==> src/rtl/dcache_ctrl.sv <==
// Data-cache miss controller: accepts one LSQ load/store at a time, looks it
// up in the cache, services misses with a memory LOAD, fills the line,
// writes back a dirty victim if the cache reports one, then replays the
// original access so completion always comes from a cache hit.
module dcache_ctrl #(
  parameter int unsigned IDX_W = 4,
  parameter int unsigned TAG_W = 29 - IDX_W
) (
  input  logic             clock,
  input  logic             reset,
  // LSQ side
  input  logic             lsq_valid,
  input  logic             lsq_is_store,
  input  logic [31:0]      lsq_addr,
  input  logic [63:0]      lsq_data,
  input  logic [2:0]       lsq_size,
  output logic             lsq_ready,
  output logic             lsq_done,
  output logic [63:0]      lsq_rd_data,
  // Cache side
  output logic             dc_rd_en,
  output logic             dc_wr_en_lsq,
  output logic             dc_wr_en_mem,
  output logic [IDX_W-1:0] dc_idx,
  output logic [TAG_W-1:0] dc_tag,
  output logic [63:0]      dc_wr_data,
  output logic [2:0]       dc_size,
  output logic             dc_offset,
  output logic             dc_changed_data,
  input  logic             dc_rd_valid,
  input  logic             dc_wr_valid,
  input  logic [63:0]      dc_rd_data,
  input  logic             dc_evict_en,
  input  logic [63:0]      dc_evict_data,
  input  logic [31:0]      dc_evict_addr,
  // Memory side
  output logic [1:0]       mem_command,
  output logic [31:0]      mem_addr,
  output logic [63:0]      mem_data,
  input  logic [3:0]       mem_response,
  input  logic [3:0]       mem_tag,
  input  logic [63:0]      mem_rd_data
);

  typedef enum logic [2:0] {
    IDLE, LOOKUP, MISS_REQ, MISS_WAIT, FILL, EVICT_CHK, WB
  } state_e;

  localparam logic [1:0] CMD_NONE  = 2'd0;
  localparam logic [1:0] CMD_LOAD  = 2'd1;
  localparam logic [1:0] CMD_STORE = 2'd2;

  state_e      state_q, state_d;
  logic        is_store_q, is_store_d;
  logic [31:2] addr_q, addr_d;          // byte-lane bits are never needed
  logic [63:0] data_q, data_d;
  logic [2:0]  size_q, size_d;
  logic [3:0]  miss_tag_q, miss_tag_d;
  logic [63:0] fill_q, fill_d;
  logic [31:3] ev_addr_q, ev_addr_d;    // victims are always 8-byte aligned
  logic [63:0] ev_data_q, ev_data_d;
  logic        done_q, done_d;
  logic [63:0] rd_data_q, rd_data_d;

  // Low address bits are intentionally discarded (block-aligned traffic).
  logic unused_addr_bits;
  assign unused_addr_bits = ^{lsq_addr[1:0], dc_evict_addr[2:0]};

  // State and transaction latches.
  always_ff @(posedge clock or posedge reset) begin
    if (reset) begin
      state_q    <= IDLE;
      is_store_q <= 1'b0;
      addr_q     <= '0;
      data_q     <= '0;
      size_q     <= '0;
      miss_tag_q <= '0;
      fill_q     <= '0;
      ev_addr_q  <= '0;
      ev_data_q  <= '0;
      done_q     <= 1'b0;
      rd_data_q  <= '0;
    end else begin
      state_q    <= state_d;
      is_store_q <= is_store_d;
      addr_q     <= addr_d;
      data_q     <= data_d;
      size_q     <= size_d;
      miss_tag_q <= miss_tag_d;
      fill_q     <= fill_d;
      ev_addr_q  <= ev_addr_d;
      ev_data_q  <= ev_data_d;
      done_q     <= done_d;
      rd_data_q  <= rd_data_d;
    end
  end

  // Next-state, latch updates and per-state strobes/commands.
  always_comb begin
    state_d      = state_q;
    is_store_d   = is_store_q;
    addr_d       = addr_q;
    data_d       = data_q;
    size_d       = size_q;
    miss_tag_d   = miss_tag_q;
    fill_d       = fill_q;
    ev_addr_d    = ev_addr_q;
    ev_data_d    = ev_data_q;
    done_d       = 1'b0;
    rd_data_d    = rd_data_q;
    lsq_ready    = 1'b0;
    dc_rd_en     = 1'b0;
    dc_wr_en_lsq = 1'b0;
    dc_wr_en_mem = 1'b0;
    dc_wr_data   = '0;
    mem_command  = CMD_NONE;
    mem_addr     = '0;
    mem_data     = '0;

    unique case (state_q)
      IDLE: begin
        lsq_ready = 1'b1;
        if (lsq_valid) begin
          is_store_d = lsq_is_store;
          addr_d     = lsq_addr[31:2];
          data_d     = lsq_data;
          size_d     = lsq_size;
          state_d    = LOOKUP;
        end
      end
      LOOKUP: begin
        if (is_store_q) begin
          dc_wr_en_lsq = 1'b1;
          dc_wr_data   = data_q;
          if (dc_wr_valid) begin
            done_d  = 1'b1;
            state_d = IDLE;
          end else begin
            state_d = MISS_REQ;
          end
        end else begin
          dc_rd_en = 1'b1;
          if (dc_rd_valid) begin
            rd_data_d = dc_rd_data;
            done_d    = 1'b1;
            state_d   = IDLE;
          end else begin
            state_d = MISS_REQ;
          end
        end
      end
      MISS_REQ: begin
        mem_command = CMD_LOAD;
        mem_addr    = {addr_q[31:3], 3'b000};
        if (mem_response != 4'd0) begin
          miss_tag_d = mem_response;
          state_d    = MISS_WAIT;
        end
      end
      MISS_WAIT: begin
        if ((mem_tag != 4'd0) && (mem_tag == miss_tag_q)) begin
          fill_d  = mem_rd_data;
          state_d = FILL;
        end
      end
      FILL: begin
        dc_wr_en_mem = 1'b1;
        dc_wr_data   = fill_q;
        state_d      = EVICT_CHK;
      end
      EVICT_CHK: begin
        if (dc_evict_en) begin
          ev_addr_d = dc_evict_addr[31:3];
          ev_data_d = dc_evict_data;
          state_d   = WB;
        end else begin
          state_d = LOOKUP;
        end
      end
      WB: begin
        mem_command = CMD_STORE;
        mem_addr    = {ev_addr_q, 3'b000};
        mem_data    = ev_data_q;
        if (mem_response != 4'd0) begin
          state_d = LOOKUP;
        end
      end
      default: state_d = IDLE;
    endcase
  end

  // Cache addressing always follows the latched request.
  always_comb begin
    dc_tag          = addr_q[31:3+IDX_W];
    dc_idx          = addr_q[2+IDX_W:3];
    dc_offset       = addr_q[2];
    dc_size         = size_q;
    dc_changed_data = 1'b0;
    lsq_done        = done_q;
    lsq_rd_data     = rd_data_q;
  end

endmodule

==> config.mk <==
export PLATFORM = sky130hd
export DESIGN_NAME = dcache_ctrl
export DESIGN_NICKNAME = d
export VERILOG_FILES = /design/src/rtl/dcache_ctrl.sv
export SDC_FILE = /design/constraint.sdc
export NUM_CORES = 1
export LEC_CHECK = 0
export CORE_AREA = 3 3 234 236
export CTS_CLUSTER_DIAMETER = 40
export DETAILED_ROUTE_END_ITERATION = 8
export DIE_AREA = 0 0 237 239
export PLACE_DENSITY = 0.55
export SLEW_MARGIN = 20
export SYNTH_ARGS = -nofsm -noshare
export SYNTH_HDL_FRONTEND = slang
export SYNTH_SLANG_ARGS = --single-unit
==> constraint.sdc <==
create_clock -name clock -period 11.9 [get_ports clock]
set_input_delay 3.57 -clock clock [delete_from_list [all_inputs] [get_ports clock]]
set_output_delay 3.57 -clock clock [all_outputs]
set_load 0.02 [all_outputs]
# --- After elaboration in Yosys (flattened, before gate mapping) ---
# Index checks and enable logic that the tools add are counted.
word_totals:
  regBits: 327
  inputBits: 338
  word_cells: 57
classes:
  eq_ne: 11
  mux: 24
  bitwise: 1
  n_reduce_logical: 10
ops:
  columns: ["cell", "n"]
  rows:
  - ["2-to-1 mux 64 bit", 2]
  - ["case mux 64 bit (2 select lines)", 1]
  - ["case mux 32 bit (2 select lines)", 1]
  - ["case mux 3 bit (7 select lines)", 1]
  - ["2-to-1 mux 3 bit", 6]
  - ["2-to-1 mux 1 bit", 10]
  - ["equality test 3 bit, second input constant", 3]
  - ["inequality test 2 bit, second input constant", 4]
  - ["AND reduction 2 bit", 4]
  - ["nonzero test 4 bit", 2]
  - ["equality test 3 x 2 -> 1 bit, second input constant", 2]
  - ["equality test 4 bit", 1]
  - ["2-to-1 mux 2 bit", 2]
  - ["case mux 2 bit (2 select lines)", 1]
  - ["AND reduction 4 bit", 1]
  - ["equality test 3 x 1 -> 1 bit, second input constant", 1]
  - ["zero test 3 bit", 1]
  - ["AND reduction 3 bit", 1]
  - ["logical AND 1 bit", 1]
  - ["inverter 1 bit", 1]

# --- Depth between registers and ports, before layout ---
depth:
  word_depth: 4
  depth_mapped: 8

# --- Worst setup path after synthesis ---
# OpenSTA, ideal clock, no wires.
synth_path:
  kind: "register -> output"
  from: "register state_q[2]"
  to: "output dc_wr_data[10]"
  t_arrival_ns: 1.636
  required_ns: 8.330
  slack_ns: 6.694
  path_stages_with_launch: 7
  cell_sequence: "dfrtp_1 buf_6 or3b_4 nor2_1 buf_2 buf_2 a22o_1"
synth_between:
  elab_chain_cells: 2
synth_rtl:
  columns: ["item", "line_no", "text"]
  rows:
  - ["start, declared", "53", "state_e state_q, state_d;"]
  - ["start signal, assigned", "84", "state_q <= state_d;"]
  - ["equality test 3 bit / equality test 3 x 1 -> 1 bit (equally long branches)", "120", "unique case (state_q)"]
  - ["case mux 64 bit (2 select lines) (*)", "120", null]
  - ["end, declared", "26", "output logic [63:0] dc_wr_data,"]
# Mark *: on every way between the ends. The rest lies on a longest branch, timed or not.

# --- Worst setup path in the final report ---
layout_path:
  from: "register state_q[0]"
  to: "output dc_wr_data[34]"
# Same word-level chain as after synthesis.

==> impl_results.md <==
- Status: finished, final reports clean
- Vias in the first global route: about 11000
- Least-Margin Pin Slew: between 1 and 1.5 ns
- Min Tclk post-route: around 7 ns
- Endpoint class of the critical path: output pin
- Clk_lat worst skew: ~0.58 ns
- Maximum VDD drop: 0.133 mV
- RSZ-0062 raised after global routing: no
- Initial antenna violation count: 8
- Initial Util: a little over a quarter
- Pwr Total: between 5 and 6 mW
- Sw Share: between 20% and 30%
- Number of max-cap violations: 0
- Post-CTS setup buffers: 0
- CP Class: flip-flop to output pin
- Count of cell types in the netlist: 36
- Crit-path cells: or3b_4 > nor2_4 > buf_4 > a22o_1 > clkdlybuf4s50_1
- CTS tree: done
- CP top delay family: buffers and inverters
- Synth warn: 0
- NetSw: between 1.5 and 2 mW
- Setup TNS: 0 ns
- Final period utilization: approximately 60%
- GRT overflow: 0
- Row cnt: 84
- Final setup viols: 0
- Clk pwr share: 33.5%
- First-pass GRT wire length: between 70000 and 80000 um
- RR Endpoint: data_q[11]$_DFFE_PP0P_
- LEAKAGE: 10.1 nW
- Post-DP Area: roughly 0.021 mm^2
- Final Non-Filler Cells: around 2300
- Seq/Total Area, Yosys: between 50% and 60%
- Clock-pin slew on the worst setup and hold paths: 0.04 ns
- Core ar.: about 0.053 mm^2
- Slew margin rel.: approximately 27%
- # IOs: 603
- Final nets: roughly 1900
- Die Y: 239 um
- Largest net degree at the start of global routing: 95
- Reg2reg start: state_q[0]$_DFFE_PP0P_
- DIE WIDTH: ~240 um
- Port buffer count: between 500 and 600
- DP Cell Count: ~2200
- CP max stage delay: roughly 0.67 ns
- RePlAce Congestion: between 0.7 and 0.8
- Reg power frac: 33.0%
- Hold Path Cell Cnt: 1
- Fin area: 0.0230 mm^2
- Via-per-instance ratio: approximately 4.4
- #FFs+latches synth: ~330
- Cts bufs inserted: 70
- Worst Path Required: around 8.3 ns
- Syn avg cell area: approximately 15 um^2
- H-tree levels: 3
- CP Launch Type: flip-flop
- Worst hold endpoint: ev_data_q[22]$_DFFE_PP0P_
- Overall Global Routing Usage: 16.5%
- Maximum fanout along the worst path: 62
- Worst hold path type: flip-flop to flip-flop
- WL/cell: about 21 um
- Arrival time worst endpoint: 3.56 ns
- Max Slew Vio Count: 0
- R2R Setup Slk: between 9 and 10 ns
- Clock sink count: ~330
- Ys async rst share: 100%
- Fmax: 140 MHz
- First DRT Iteration DRCs: between 300 and 400
- Combinational share of power: between 30% and 40%
- Hold path start: ev_data_q[22]$_DFFE_PP0P_
- Mapped Cells: just over 900
- Ys flop type: dfrtp_1
- Post-cts sizing count: 0
- # hold bufs at CTS: 0
- DRT Pass-1 Iters: 5
- Final wirelength: 47800 um
- CP Buf/Inv Count: 2
- Reg2Reg Depth: 4
- Power Density: between 200 and 300 mW/mm^2
- Mapped Area: 0.0140 mm^2
- DRT antenna net count: 0
- Internal Pwr Total: ~4.2 mW
- Layout overhead on the synthesized area: 64.0%
- Slowest cell on crit path: buf_4
- Number of flops mapped to enable cells by yosys: 0
- CTS max path bufs: 3
- Layout cells sized above 1: between 20% and 30%
- Final hold violations: 0
- Detailed-route DRC error count: 0
- CTS root buffer: clkbuf_16
- Post-DP HPWL: 33700 um
- Via count: between 10000 and 15000
- Setup Skew: 0.0235 ns
- Die ar.: 0.0566 mm^2
==> metal layers <==
layer	global-route usage, %	part of all wire (%)	vias up
met5	0	0.075	-
met4	5.17	2.2	6
met3	7.03	8.8	73
met2	27.4	49	387
met1	19.2	40	5031
li1	-	-	4565
==> cell usage after synthesis (2+ instances only) <==
library cell    n  share of area, %
nor3_1          2             0.071
dfrtp_1       327                58
mux2_4         60               6.4
nand2_1         5              0.13
buf_4           5              0.27
nor2_1          5              0.13
mux2_2        259                21
o21ai_0         4              0.14
clkbuf_1       17              0.46
and2_1         66               2.9
buf_6           7              0.56
xor2_1          4              0.25
buf_12          6              0.86
buf_2          31               1.1
a22o_1         97               6.1
a21oi_1         2             0.071
inv_1           5              0.13
==> stage by stage <==
step	setup WS [ns]	hold WS, ns	utilization [%]
floorplan	3.97	0.470	-
global placement	5.29	0.479	38.9
detailed placement	5.29	0.486	39.0
CTS	4.64	0.495	43.6
global route	4.57	0.508	43.6
finish	4.77	0.492	43.6
==> layout by cell type (no fill, tap or decap), types with 8 or more instances in the layout <==
cell / n
mux2_4: 60
bufinv_16: 8
a22o_1: 97
clkbuf_8: 15
clkbuf_16: 72
and2_1: 65
dfrtp_1: 327
clkdlybuf4s50_1: 593
clkinv_2: 12
buf_4: 13
mux2_2: 259
==> kinds of logic (layout without fill, tap and decap cells) <==
kind of cell | after synthesis | count (layout) | share of synthesized area, %
DFF | 327 | 327 | 58.4
xor gates and xnor gates | 4 | 4 | 0.250
AOI/OAI and AO/OA | 106 | 106 | 6.46
buffers and inverters | 72 | 739 | 3.41
muxes | 320 | 320 | 27.3
and+or+nand+nor | 91 | 91 | 4.13
other | 1 | 9 | 0.0268
==> registers in the layout (all words and copies together), names as in the netlist <==
signal,count
miss_tag_q,4
fill_q,64
ev_data_q,64
state_q,3
dc_size,3
lsq_rd_data,64
data_q,64
is_store_q,1
addr_q,30
lsq_done,1
ev_addr_q,29
==> worst register-to-register path, cell delays in order (launching register included) <==
cell	delay [ns]
dfrtp_1	0.52
nor3_1	0.29
and2_4	0.54
buf_4	0.92
mux2_2	0.50
==> worst max path at each step <==
| stage | start | to | slack, ns | depth (start not counted) |
|---|---|---|---|---|
| finish | state_q[0]$_DFFE_PP0P_ | dc_wr_data[34] | 4.77 | 5 |
| global route | state_q[0]$_DFFE_PP0P_ | dc_wr_data[35] | 4.57 | 5 |
| CTS | state_q[0]$_DFFE_PP0P_ | dc_wr_data[44] | 4.64 | 5 |
| detailed placement | state_q[0]$_DFFE_PP0P_ | dc_wr_data[38] | 5.29 | 5 |
| global placement | reset | ev_data_q[37]$_DFFE_PP0P_ | 5.29 | 4 |
| floorplan | reset | addr_q[10]$_DFFE_PP0P_ | 3.97 | 1 |
==> power by group through the flow <==
stage / logic [mW] / clock network (mW) / registers [mW]
final: 2.00 / 1.99 / 1.96
after global routing: 2.12 / 2.11 / 2.03
after CTS: 2.03 / 2.05 / 1.97
after detailed placement: 2.02 / 0 / 1.98
after global placement: 2.00 / 0 / 1.95
after floorplan: 1.01 / 0 / 2.10
==> area by class of cell <==
type | instances | area (um^2)
clock buffer | 93 | 2030
antenna | 5 | 12.5
clock inverter | 34 | 424
inverter | 5 | 22.5
sequential | 327 | 8180
timing repair buffer | 607 | 6050
fill | 4849 | 29700
multi-input combinational | 525 | 5390
tap | 688 | 861
No activity file was read; power rests on OpenSTA's default activity.
==> variant 1, RTL diff (same flow settings) <==
The 7 states of `state_e` get a one-hot encoding in 7 bits.
--- a/src/rtl/dcache_ctrl.sv
+++ b/src/rtl/dcache_ctrl.sv
@@ -42,8 +42,8 @@
   input  logic [63:0]      mem_rd_data
 );
 
-  typedef enum logic [2:0] {
-    IDLE, LOOKUP, MISS_REQ, MISS_WAIT, FILL, EVICT_CHK, WB
+  typedef enum logic [6:0] {
+    IDLE = 7'b0000001, LOOKUP = 7'b0000010, MISS_REQ = 7'b0000100, MISS_WAIT = 7'b0001000, FILL = 7'b0010000, EVICT_CHK = 7'b0100000, WB = 7'b1000000
   } state_e;
 
   localparam logic [1:0] CMD_NONE  = 2'd0;
Behaviour: same outputs for any inputs over 4 cycles, from zero or initial values and one cycle with reset high; so few cycles prove little.
==> variant 1 against the unedited design <==
Sequential cell count up 4. Clock skew up 0.0075 ns. Die area unchanged. Area after synthesis up 0.41%. Worst setup slack worse by 0.26 ns. Wire length up 1.5%. Register-to-register slack worse by 0.24 ns. Via count up 2.0%. Total power down 15%. Synthesized cell count up 3.6%. Utilization up 0.10 points. Cell area up 0.23%. Maximum frequency down 3.5%. Critical path type unchanged. Critical endpoint is now dc_wr_data[17]. Highest routed layer unchanged.
==> variant 1: results (changes against the unedited design) <==
* TritonCTS buffer count at 67 (was 70)
* Tightest Pin Transition at 1.05 ns (was 1.09 ns)
* Crit path max fanout at 65 (was 62)
* Pleak at 10.1 nW (about the same)
* Switching Share at 29.1% (was 30.0%)
* Top post-synthesis cells by area: dfrtp_1 (59%), mux2_2 (24%), a22o_1 (6.0%) (was dfrtp_1 (58%), mux2_2 (21%), mux2_4 (6.4%))
* DP Wirelength at 34000 µm (was 33700 µm)
* Final #Nets at 1895 (was 1874)
* Placed Area at 20600 µm² (was 20500 µm²)
* Status: completed (unchanged)
* Min-Delay Endpoint: ev_data_q[11] (was ev_data_q[22])
* Vias in the first global route at 11442 (was 11115)
* Clock skew at 0.0310 ns (was 0.0235 ns)
* Largest net degree at the start of global routing at 170 (was 95)
* Via density at 4.46 (was 4.41)
* Synth cell count leaders: dfrtp_1 (330), mux2_2 (299), a22o_1 (97), and2_1 (65), buf_2 (30) (was dfrtp_1 (327), mux2_2 (259), a22o_1 (97), and2_1 (66), mux2_4 (60))
* First-pass GRT wire length at 72100 µm (was 70800 µm)
* Comb power at 1.45 mW (was 2.00 mW)
* Peak VDD IR at 0.131 mV (was 0.133 mV)
* Net Switching at 1.48 mW (was 1.79 mW)
* Drt pass-1 iters at 4 (was 5)
* Arr. time, crit path at 3.82 ns (was 3.56 ns)
* WHS at 0.491 ns (was 0.492 ns)
* Post-place setup slack at 5.04 ns (was 5.29 ns)
* Sequential fraction of the synthesis area at 58.9% (was 58.4%)
* Slowest stage delay, CP at 0.74 ns (was 0.67 ns)
-- variant 1: final cells by class --
class	count	area share, %
inverters	1	0.0326
clock inverters	41	2.72
repair buffers	603	26.2
well taps	688	3.74
diodes	3	0.0326
multi-input cells	553	23.5
flip-flops and latches	331	36.0
clock buffers	80	7.80
-- variant 1: worst max path at each step --
stage | from | endpoint | slack [ns] | depth (start not counted)
floorplan | reset | addr_q[10] | 3.91 | 1
global placement | state_q[5] | dc_wr_data[17] | 5.03 | 6
detailed placement | state_q[5] | dc_wr_data[17] | 5.04 | 6
CTS | state_q[5] | dc_wr_data[17] | 4.41 | 6
global route | state_q[5] | dc_wr_data[17] | 4.34 | 6
finish | state_q[3] | dc_wr_data[17] | 4.51 | 6
-- variant 1: layer usage --
metal / part of all wire (%) / track usage, % / vias to the layer above
met1: 38 / 18.3 / 5105
met5: 0.13 / 0 / -
li1: - / - / 4680
met3: 10 / 8.50 / 81
met4: 2.8 / 5.41 / 8
met2: 49 / 28.1 / 388
-- variant 1: cells by family after synthesis --
| kind of cell | share of synthesized area (%) |
|---|---|
| muxes | 26.1 |
| adders and majority gates | 0.0712 |
| AOI/OAI and AO/OA | 6.87 |
| and+or+nand+nor | 4.78 |
| DFF | 58.9 |
| buffers and inverters | 2.85 |
| other | 0.0267 |
| xor gates and xnor gates | 0.436 |
-- variant 1: worst reg2reg max path, cell delays in order (launching register included) --
cell and delay, ns:
dfrtp_1 0.47, or4_1 0.74, nor3_4 0.24, nand2_4 0.39, buf_4 0.65, mux2_2 0.51
==> variant 2, RTL diff (config.mk and constraints unchanged) <==
Without the edit above. `rd_data_q` no longer has a reset.
--- a/src/rtl/dcache_ctrl.sv
+++ b/src/rtl/dcache_ctrl.sv
@@ -79,7 +79,6 @@
       ev_addr_q  <= '0;
       ev_data_q  <= '0;
       done_q     <= 1'b0;
-      rd_data_q  <= '0;
     end else begin
       state_q    <= state_d;
       is_store_q <= is_store_d;
@@ -91,8 +90,11 @@
       ev_addr_q  <= ev_addr_d;
       ev_data_q  <= ev_data_d;
       done_q     <= done_d;
-      rd_data_q  <= rd_data_d;
     end
+  end
+
+  always_ff @(posedge clock) begin
+    rd_data_q <= rd_data_d;
   end
 
   // Next-state, latch updates and per-state strobes/commands.
Function: differs if reset is asserted again (counterexample within 4 cycles, from zero or initial values and one cycle with reset high); with reset held inactive, the same outputs for 4 cycles.
==> variant 2 against the unedited design <==
Non-clock buffer count fell by 6. Worst setup slack better by 0.35 ns. Via count decreased by 4.9%. Sequential cell count is the same. Cell area shrank 3.9%. Sequential power fell by 4%. Worst hold slack barely moved. Wire length decreased by 4.3%. Maximum frequency rose by 5.2%. Total power is 14% lower. Count of clock-buffer cells in the layout decreased by 22. Area after synthesis shrank 4.0%. Die area is the same. Critical path type unchanged. Critical endpoint is now mem_data[33]. Highest routed layer unchanged.
==> variant 2: results (changes against the unedited design) <==
* Clock skew at 0.0213 ns (was 0.0235 ns)
* Largest net degree at the start of global routing at 157 (was 95)
* # fillers at 4882 (was 4849)
* Crit path max fanout at 94 (was 62)
* First-pass GRT wire length at 67000 µm (was 70800 µm)
* Clock power share at 33.4% (was 33.5%)
* Routed met3 length at 4420 µm (was 4190 µm)
* Rel. slew slack at 23.1% (was 27.2%)
* PD cells at 233 nW/µm² (was 259 nW/µm²)
* Arr. time, crit path at 3.21 ns (was 3.56 ns)
* Drt pass-1 iters at 4 (was 5)
* Wl on met1 at 17900 µm (was 18900 µm)
* Peak VDD IR at 0.122 mV (was 0.133 mV)
* Slowest stage delay, CP at 0.65 ns (was 0.67 ns)
* Pleak at 9.31 nW (was 10.1 nW)
* TritonCTS buffer count at 60 (was 70)
* Routing usage on met2 at 25.5% (was 27.4%)
* Initial drt markers at 285 (was 372)
* Status: completed (unchanged)
* Crit-path slowest cell: clkdlybuf4s50_1 (was buf_4)
* Sequential fraction of the synthesis area at 63.2% (was 58.4%)
* DP Wirelength at 31800 µm (was 33700 µm)
* Final GP Congestion at 0.767 (was 0.756)
* Routed wire per std cell at 20.9 µm (about the same)
* Async set-or-reset flop fraction in the synthesized netlist at 80.4% (was 100%)
[variant 2: cell count changes after synthesis, sizes merged, moves of 5 or more]
cell | unedited run | this run
mux2 | 319 | 256
dfrtp | 327 | 263
clkbuf | 17 | 12
edfxtp | 0 | 64
[variant 2: area by class of cell]
class                   count  area (µm²)  area share (%)
flip-flops and latches    327        8500            38.5
repair buffers            601        6010            27.2
multi-input cells         461        4620            20.9
clock buffers              71        1620            7.35
well taps                 688         861            3.90
clock inverters            37         445            2.02
inverters                   4        22.5           0.102
diodes                      3        7.51          0.0340
[variant 2: final timing paths]
check / from / endpoint / slack [ns] / cells past startpoint
setup / recovery: state_q[0] / mem_data[33] / 5.12 / 5
hold / removal: ev_data_q[62] / ev_data_q[62] / 0.49 / 1
setup reg to reg: miss_tag_q[0] / fill_q[61] / 9.01 / 6
hold reg to reg: ev_data_q[62] / ev_data_q[62] / 0.49 / 1
max in group asynchronous: reset / dc_size[0] / 6.76 / 3
min in group asynchronous: reset / data_q[56] / 3.51 / 2
